==> src/rtl/ifetch_prefetch.sv <==
// Instruction-fetch front end: streams words from instruction memory into a small
// prefetch queue and hands them to ID, with redirect flush, halt and HLT pre-decode.
module ifetch_prefetch #(
  parameter int DEPTH    = 4,
  parameter int AW       = 10,
  parameter int DW       = 16,
  parameter int RESET_PC = 0,
  parameter int PC_MAX   = 400
) (
  input  logic                     clk1,
  input  logic                     rst,
  output logic                     imem_req,
  output logic [AW-1:0]            imem_addr,
  input  logic                     imem_rvalid,
  input  logic [DW-1:0]            imem_rdata,
  output logic                     id_valid,
  input  logic                     id_ready,
  output logic [DW-1:0]            id_instr,
  output logic [AW-1:0]            id_pc,
  input  logic                     br_taken,
  input  logic [AW-1:0]            br_target,
  input  logic                     halt,
  output logic [$clog2(DEPTH):0]   fifo_count,
  output logic                     fetch_err
);

  localparam int PW = $clog2(DEPTH);
  localparam int CW = PW + 1;
  localparam logic [AW-1:0] PC_MAX_A   = AW'(PC_MAX);
  localparam logic [AW-1:0] RESET_PC_A = AW'(RESET_PC);
  localparam logic [4:0]    OP_HLT     = 5'b10111;

  function automatic logic is_hlt(input logic [DW-1:0] word);
    return (word[14:10] == OP_HLT);
  endfunction

  function automatic logic [AW-1:0] pc_inc(input logic [AW-1:0] addr);
    return (addr == PC_MAX_A) ? {AW{1'b0}} : addr + AW'(1);
  endfunction

  logic [AW-1:0] pc_r;
  logic [AW-1:0] req_addr_r;
  logic          inflight_r;
  logic          kill_r;
  logic          stopped_r;
  logic          fetch_err_r;
  logic [DW-1:0] instr_mem_r [DEPTH];
  logic [AW-1:0] pc_mem_r    [DEPTH];
  logic [PW-1:0] wr_ptr_r;
  logic [PW-1:0] rd_ptr_r;
  logic [CW-1:0] count_r;
  logic          id_valid_r;
  logic [DW-1:0] id_instr_r;
  logic [AW-1:0] id_pc_r;

  logic          issue_s;
  logic          push_s;
  logic          pop_s;
  logic          hlt_push_s;
  logic          br_bad_s;
  logic [CW:0]   occ_s;
  logic [CW-1:0] remain_s;
  logic [CW-1:0] count_n_s;
  logic [PW-1:0] rd_n_s;
  logic [DW-1:0] head_instr_s;
  logic [AW-1:0] head_pc_s;

  // Issue/push/pop decisions and the next head entry presented to ID.
  always_comb begin
    occ_s      = {1'b0, count_r} + (CW+1)'(inflight_r);
    issue_s    = !rst && !stopped_r && !halt && !br_taken && (occ_s < (CW+1)'(DEPTH));
    push_s     = imem_rvalid && inflight_r && !kill_r && !br_taken;
    pop_s      = id_valid_r && id_ready && !br_taken;
    hlt_push_s = push_s && is_hlt(imem_rdata);
    br_bad_s   = br_taken && (br_target > PC_MAX_A);
    remain_s   = count_r - CW'(pop_s);
    count_n_s  = remain_s + CW'(push_s);
    rd_n_s     = rd_ptr_r + PW'(pop_s);
    // An otherwise-empty queue exposes the word being pushed this cycle.
    if (remain_s == {CW{1'b0}}) begin
      head_instr_s = imem_rdata;
      head_pc_s    = req_addr_r;
    end else begin
      head_instr_s = instr_mem_r[rd_n_s];
      head_pc_s    = pc_mem_r[rd_n_s];
    end
  end

  // PC, fetch control flags, prefetch queue and registered ID-side outputs.
  always_ff @(posedge clk1 or posedge rst) begin
    if (rst) begin
      pc_r        <= RESET_PC_A;
      req_addr_r  <= {AW{1'b0}};
      inflight_r  <= 1'b0;
      kill_r      <= 1'b0;
      stopped_r   <= 1'b0;
      fetch_err_r <= 1'b0;
      wr_ptr_r    <= {PW{1'b0}};
      rd_ptr_r    <= {PW{1'b0}};
      count_r     <= {CW{1'b0}};
      id_valid_r  <= 1'b0;
      id_instr_r  <= {DW{1'b0}};
      id_pc_r     <= {AW{1'b0}};
      for (int i = 0; i < DEPTH; i++) begin
        instr_mem_r[i] <= {DW{1'b0}};
        pc_mem_r[i]    <= {AW{1'b0}};
      end
    end else begin
      inflight_r  <= issue_s;
      kill_r      <= br_taken;
      fetch_err_r <= fetch_err_r | br_bad_s;
      if (issue_s) begin
        req_addr_r <= pc_r;
      end
      if (br_taken) begin
        pc_r      <= br_target;
        stopped_r <= br_bad_s;
        wr_ptr_r  <= {PW{1'b0}};
        rd_ptr_r  <= {PW{1'b0}};
        count_r   <= {CW{1'b0}};
        id_valid_r <= 1'b0;
      end else begin
        if (issue_s) begin
          pc_r <= pc_inc(pc_r);
        end
        if (hlt_push_s) begin
          stopped_r <= 1'b1;
        end
        if (push_s) begin
          instr_mem_r[wr_ptr_r] <= imem_rdata;
          pc_mem_r[wr_ptr_r]    <= req_addr_r;
          wr_ptr_r              <= wr_ptr_r + PW'(1);
        end
        rd_ptr_r   <= rd_n_s;
        count_r    <= count_n_s;
        id_valid_r <= (count_n_s != {CW{1'b0}});
        if (count_n_s != {CW{1'b0}}) begin
          id_instr_r <= head_instr_s;
          id_pc_r    <= head_pc_s;
        end
      end
    end
  end

  assign imem_req   = issue_s;
  assign imem_addr  = pc_r;
  assign id_valid   = id_valid_r;
  assign id_instr   = id_instr_r;
  assign id_pc      = id_pc_r;
  assign fifo_count = count_r;
  assign fetch_err  = fetch_err_r;

endmodule
==> config.mk <==
export PLATFORM = sky130hd
export DESIGN_NAME = ifetch_prefetch
export DESIGN_NICKNAME = d
export VERILOG_FILES = /design/src/rtl/ifetch_prefetch.sv
export SDC_FILE = /design/constraint.sdc
export NUM_CORES = 1
export LEC_CHECK = 0
export CAP_MARGIN = 20
export CORE_MARGIN = 4
export CORE_UTILIZATION = 45
export DETAILED_ROUTE_END_ITERATION = 10
export GPL_ROUTABILITY_DRIVEN = 0
export MAX_ROUTING_LAYER = met4
export PLACE_DENSITY = 0.7
export SETUP_SLACK_MARGIN = 0.4
export SLEW_MARGIN = 20
export SYNTH_ARGS = -nofsm -noshare
export SYNTH_HDL_FRONTEND = slang
export SYNTH_SLANG_ARGS = --single-unit
export TNS_END_PERCENT = 30
==> constraint.sdc <==
create_clock -name clk1 -period 5.57 [get_ports clk1]
set_input_delay 1.114 -clock clk1 [delete_from_list [all_inputs] [get_ports clk1]]
set_output_delay 1.114 -clock clk1 [all_outputs]
set_load 0.01 [all_outputs]
After elaboration in Yosys (flattened, before gate mapping)
Index checks and enable logic that the tools add are counted.
{ "op_classes": {"n_addsub": 6, "mul": 0, "div_mod_pow": 0, "magnitude_cmp": 5, "eq_ne": 2, "n_shift": 0, "muxes": 24, "bitwise_logic": 4, "reduce_logical": 24} }
{ "ops": {"columns": ["cell", "n"], "rows": [
  ["10-bit two-way mux", 7],
  ["64-bit bitwise mux", 1],
  ["16-bit two-way mux", 4],
  ["40-bit bitwise mux", 1],
  ["16-bit binary-select mux with 2-bit select", 1],
  ["16-bit demux with 2-bit select", 1],
  ["10-bit binary-select mux with 2-bit select", 1],
  ["10-bit demux with 2-bit select", 1],
  ["1-bit logical AND", 12],
  ["10-bit by 1-bit adder with 10-bit output (second input constant)", 1],
  ["10-bit by 9-bit == test with 1-bit output (second input constant)", 1],
  ["10-bit by 9-bit > comparator with 1-bit output (second input constant)", 1],
  ["3-bit >= comparator (second input constant)", 2],
  ["2-bit two-way mux", 3],
  ["2-bit NOT with 3-bit output", 2],
  ["2-bit nonzero test", 3],
  ["5-bit == test (second input constant)", 1],
  ["1-bit zero test", 5],
  ["3-bit by 1-bit adder with 4-bit output", 1],
  ["4-bit by 3-bit < comparator with 1-bit output (second input constant)", 1],
  ["2-bit AND reduction", 2],
  ["3-bit by 1-bit adder with 3-bit output", 1],
  ["3-bit zero test", 1],
  ["3-bit by 1-bit < comparator with 1-bit output (second input constant)", 1],
  ["other kinds (8)", 10]
]} }
{ "word_totals": {"regBits": 162, "latch_bits": 0, "ramBits": 0, "romBits": 0, "in_bits": 32, "elab_cells": 85, "memories": 0} }

Longest topological paths before layout
{ "logic_depth": {"word_depth": 8, "ltp_mapped": 14} }

Worst setup path before layout
No wires, ideal clock.
{ "synth_timing": {"kind": "input-to-reg", "start": "in br_taken", "end": "reg id_instr_r[0], in the netlist id_instr[0]", "arrival_ns": 3.647, "required_time_ns": 5.498, "path_slack_ns": 1.851, "stages": 13, "cell_sequence": "clkbuf_1 -> inv_1 -> clkbuf_1 -> and3_1 -> ha_1 -> ha_1 -> inv_1 -> ha_1 -> or3_1 -> nand4_1 -> clkbuf_1 -> o22ai_1 -> nor2_1"} }
{ "synth_via": {"elab_chain_len": 8} }
{ "synth_lines": {"columns": ["element", "line_no", "rtl"], "rows": [
  ["start, declared", "20", "input logic br_taken,"],
  ["branches (longest 8 deep; another with 3-bit by 1-bit subtractor with 3-bit output)", null, null],
  ["end signal, assigned", "102", "id_instr_r <= {DW{1'b0}};"],
  ["end signal, assigned", "138", "id_instr_r <= head_instr_s;"],
  ["end, declared", "53", "logic [DW-1:0] id_instr_r;"]
]} }
Parallel ways; which one is timed is not known. The select of a mux whose other input is x is not followed.
A chain may end at the register's enable or synchronous reset.

Final worst setup path
{ "layout_timing": {"start": "in rst", "end": "out imem_req"} }
{ "layout_via": {"elab_chain_len": 5} }
{ "layout_lines": {"columns": ["element", "line_no", "rtl"], "rows": [
  ["start, declared", "11", "input logic rst,"],
  ["1-bit zero test (no source line)", null, null],
  ["1-bit logical AND (4 in series)", "71", "issue_s = !rst && !stopped_r && !halt && !br_taken && (occ_s < (CW+1)'(DEPTH));"],
  ["end, declared", "12", "output logic imem_req,"]
]} }
Every way passes these cells.

==> metrics.md <==
| Metric | Value |
|---|---|
| Seq/Total Area, Yosys | `0.562` |
| Total design power | `approximately 0.0033 W` |
| Fin crit share | `0.770` |
| Hold Crit Depth | `1` |
| Dpl cell area | `8200 µm²` |
| Maximum clock path buffer count | `2` |
| RSZ-0062 raised after global routing | `false` |
| Startpoint Class | `input port` |
| Async SR Flop Fraction | `1.00` |
| Site Rows | `46` |
| Cell taking the most area after synthesis | `dfrtp_1` |
| Global route total overflow | `0` |
| Clk sinks | `162` |
| Cts hold-fix bufs | `0` |
| R2R Path End | `id_pc[8]` |
| Nets@finish | `639` |
| Fmax | `~230 MHz` |
| Worst EP arrival | `between 3 and 4 ns` |
| Fillers | `1322` |
| Syn Std Cell Area | `7220 µm²` |
| Die area | `18100 µm²` |
| CTS tree | `done` |
| Area Growth Syn to Fin | `22.2%` |
| Largest net degree at the start of global routing | `163` |
| Fin Setup TNS | `0 ns` |
| Slew Limit Fails | `0` |
| Clk_lat worst skew | `0.43 ns` |
| P_leak | `4.05 nW` |
| Main area contributors after synthesis | `dfrtp_1 (56%), mux2_2 (18%), mux4_2 (7.8%)` |
| FF-to-FF path depth | `10` |
| Pwr Density | `approximately 370 nW/µm²` |
| Final min period | `4.29 ns` |
| Setup bufs post-CTS | `0` |
| Finished Cell Area | `8810 µm²` |
| Syn avg cell area | `14.0 µm²` |
| Mapped Cells | `a little over 500` |
| Die Ht | `approximately 130 µm` |
| Num ports | `74` |
| Max Cap Viol | `0` |
| IO buf count | `73` |
| Drt pass-1 iters | `4` |
| First-pass GRT wire length | `26800 µm` |
| Total vias in the final route | `approximately 4.6k` |
| Worst Max-Slew Pin Slew | `~0.88 ns` |
| Hold slack | `0.462 ns` |
| CTS resizes | `0` |
| Core area | `15800 µm²` |
| Syn_nets | `559` |
| Hold path startpoint | `fetch_err` |
| Max_slew headroom | `0.411` |
| Number of warnings issued by yosys | `0` |
| EDFF count, synth | `0` |
| Maximum vdd drop | `between 0.2 and 0.25 mV` |
| Die W | `135 µm` |
| Flop2flop setup slack | `2.55 ns` |
| ANT nets after route | `0` |
| Setup-failing EPs final | `0` |
| DRC | `0` |
| Count of different cell masters after synthesis | `45` |
| Hold Path Sink | `fetch_err` |
| # diodes | `0` |
| Vias in the first global route | `4954` |
| Synthesis-stage register bit count | `162` |
| CTS root buf | `clkbuf_16` |
| Top_reg_cell synth | `dfrtp_1` |
| Total GRT Usage | `0.197` |
| DR WL/cell | `roughly 20 µm` |
| Initial core utilization | `0.458` |
| Hold crit path type | `flip-flop to flip-flop` |
| Detail Placement HPWL | `10300 µm` |
| Via/cell ratio | `5.60` |
| Fraction of layout cells with a size suffix above 1 | `0.310` |
| Crit path required time | `approximately 4.5 ns` |
| H-tree levels | `4` |
| Clk_skew | `0.0109 ns` |
| CTS clock-pin slew for the worst setup and hold paths | `approximately 0.060 ns` |
| Status | `finished clean` |
| Final Hold Fails | `0` |
| Synth top area share | `0.562` |
| Initial antenna violation count | `0` |
| Crit path capture type | `primary output` |
| Routed WL | `16300 µm` |
| Num CTS Buffers | `17` |
| Worst R2R Start | `id_valid` |
| Initial drt markers | `242` |
| Worst-path maximum fanout | `10` |
| Crit Path Category | `input port to primary output` |
==> Yosys cell counts, drive strengths merged, types with 2 or more instances <==
library cell    n
buf            19
nand4           8
dfrtp         162
a41oi           2
o21ai           8
nor2           63
and3            4
mux2          114
a211oi          2
xor2            6
mux4           26
and4            2
or3             2
nor2b           4
clkbuf          6
a31oi           2
xnor2           2
and2            3
nand2          11
nand3           3
ha             11
a2bb2oi         3
o22ai          26
inv            10
a21oi           5
==> cell type report <==
class	count	area, µm²	area share
repair buffers	86	853	0.0968
clock inverters	8	124	0.0141
flip-flops and latches	162	4050	0.460
inverters	10	41.3	0.00468
multi-input cells	319	2980	0.338
well taps	216	270	0.0307
clock buffers	24	492	0.0558
==> cells by family (layout without fill, tap and decap cells) <==
logic type,Yosys count,in the layout,share of synthesized area
simple gates,107,107,0.0716
xor+xnor,9,9,0.0139
compound gates,51,51,0.0460
buf+inv,35,128,0.0267
flops,162,162,0.562
mux,141,141,0.261
fa+ha+maj,11,11,0.0191
==> routing by layer <==
metal  routed length, µm  global-route usage  part of all wire
met3                 788              0.0414             0.048
met5                   0                   -                 0
met1                6910               0.250              0.42
met4                 190              0.0566             0.012
met2                8410               0.323              0.52
==> worst max-delay path, cell delays in order <==
cell and delay, ns:
clkdlybuf4s50_1 0.50, nor4_4 0.62, nand2_2 0.18, nor2_1 0.18
clkdlybuf4s50_1 0.57
==> registers in the layout (all words and copies together) (netlist names) <==
name and cells:
stopped_r 1, id_pc 10, req_addr_r 10, id_valid 1, wr_ptr_r 2, kill_r 1, instr_mem_r 64, inflight_r 1
fetch_err 1, pc_mem_r 40, imem_addr 10, fifo_count 3, rd_ptr_r 2, id_instr 16
==> where the power goes <==
| part | leakage, nW | internal [W] | switching (W) |
|---|---|---|---|
| Clock | 0.297 | 0.000753 | 0.000463 |
| Combinational | 1.64 | 0.000349 | 0.000233 |
| Sequential | 2.12 | 0.00134 | 0.000141 |
==> cells in the final DEF (no fill, tap or decap), types with 5 or more instances in the layout <==
cell type,synthesis,routed
inv_1,10,9
clkdlybuf4s50_1,0,73
dfrtp_1,162,162
ha_1,11,11
buf_4,1,11
clkbuf_16,0,17
nand2_1,10,10
mux4_2,25,25
o22ai_1,26,26
o21ai_0,8,8
nand4_1,8,8
mux2_2,114,114
nor2_1,60,60
xor2_1,5,5
==> how the worst max path moves through the flow <==
stage              from  depth (start not counted)          end
6_report            rst                          5     imem_req
5_1_grt             rst                          5     imem_req
4_1_cts             rst                          5     imem_req
3_5_place_dp   br_taken                         12     id_pc[8]
3_3_place_gp        rst                          5     imem_req
2_1_floorplan  br_taken                         13  id_instr[0]
==> metrics by stage <==
stage                     std cells   util  worst slack (ns)
after global placement          793  0.520              1.27
after floorplan                 516      -              1.85
final                           825  0.559              1.28
after detailed placement        793  0.520              1.15
after CTS                       825  0.559              1.28
after global routing            825  0.559              1.19
Note: power is estimated with default switching activity, not from simulation.
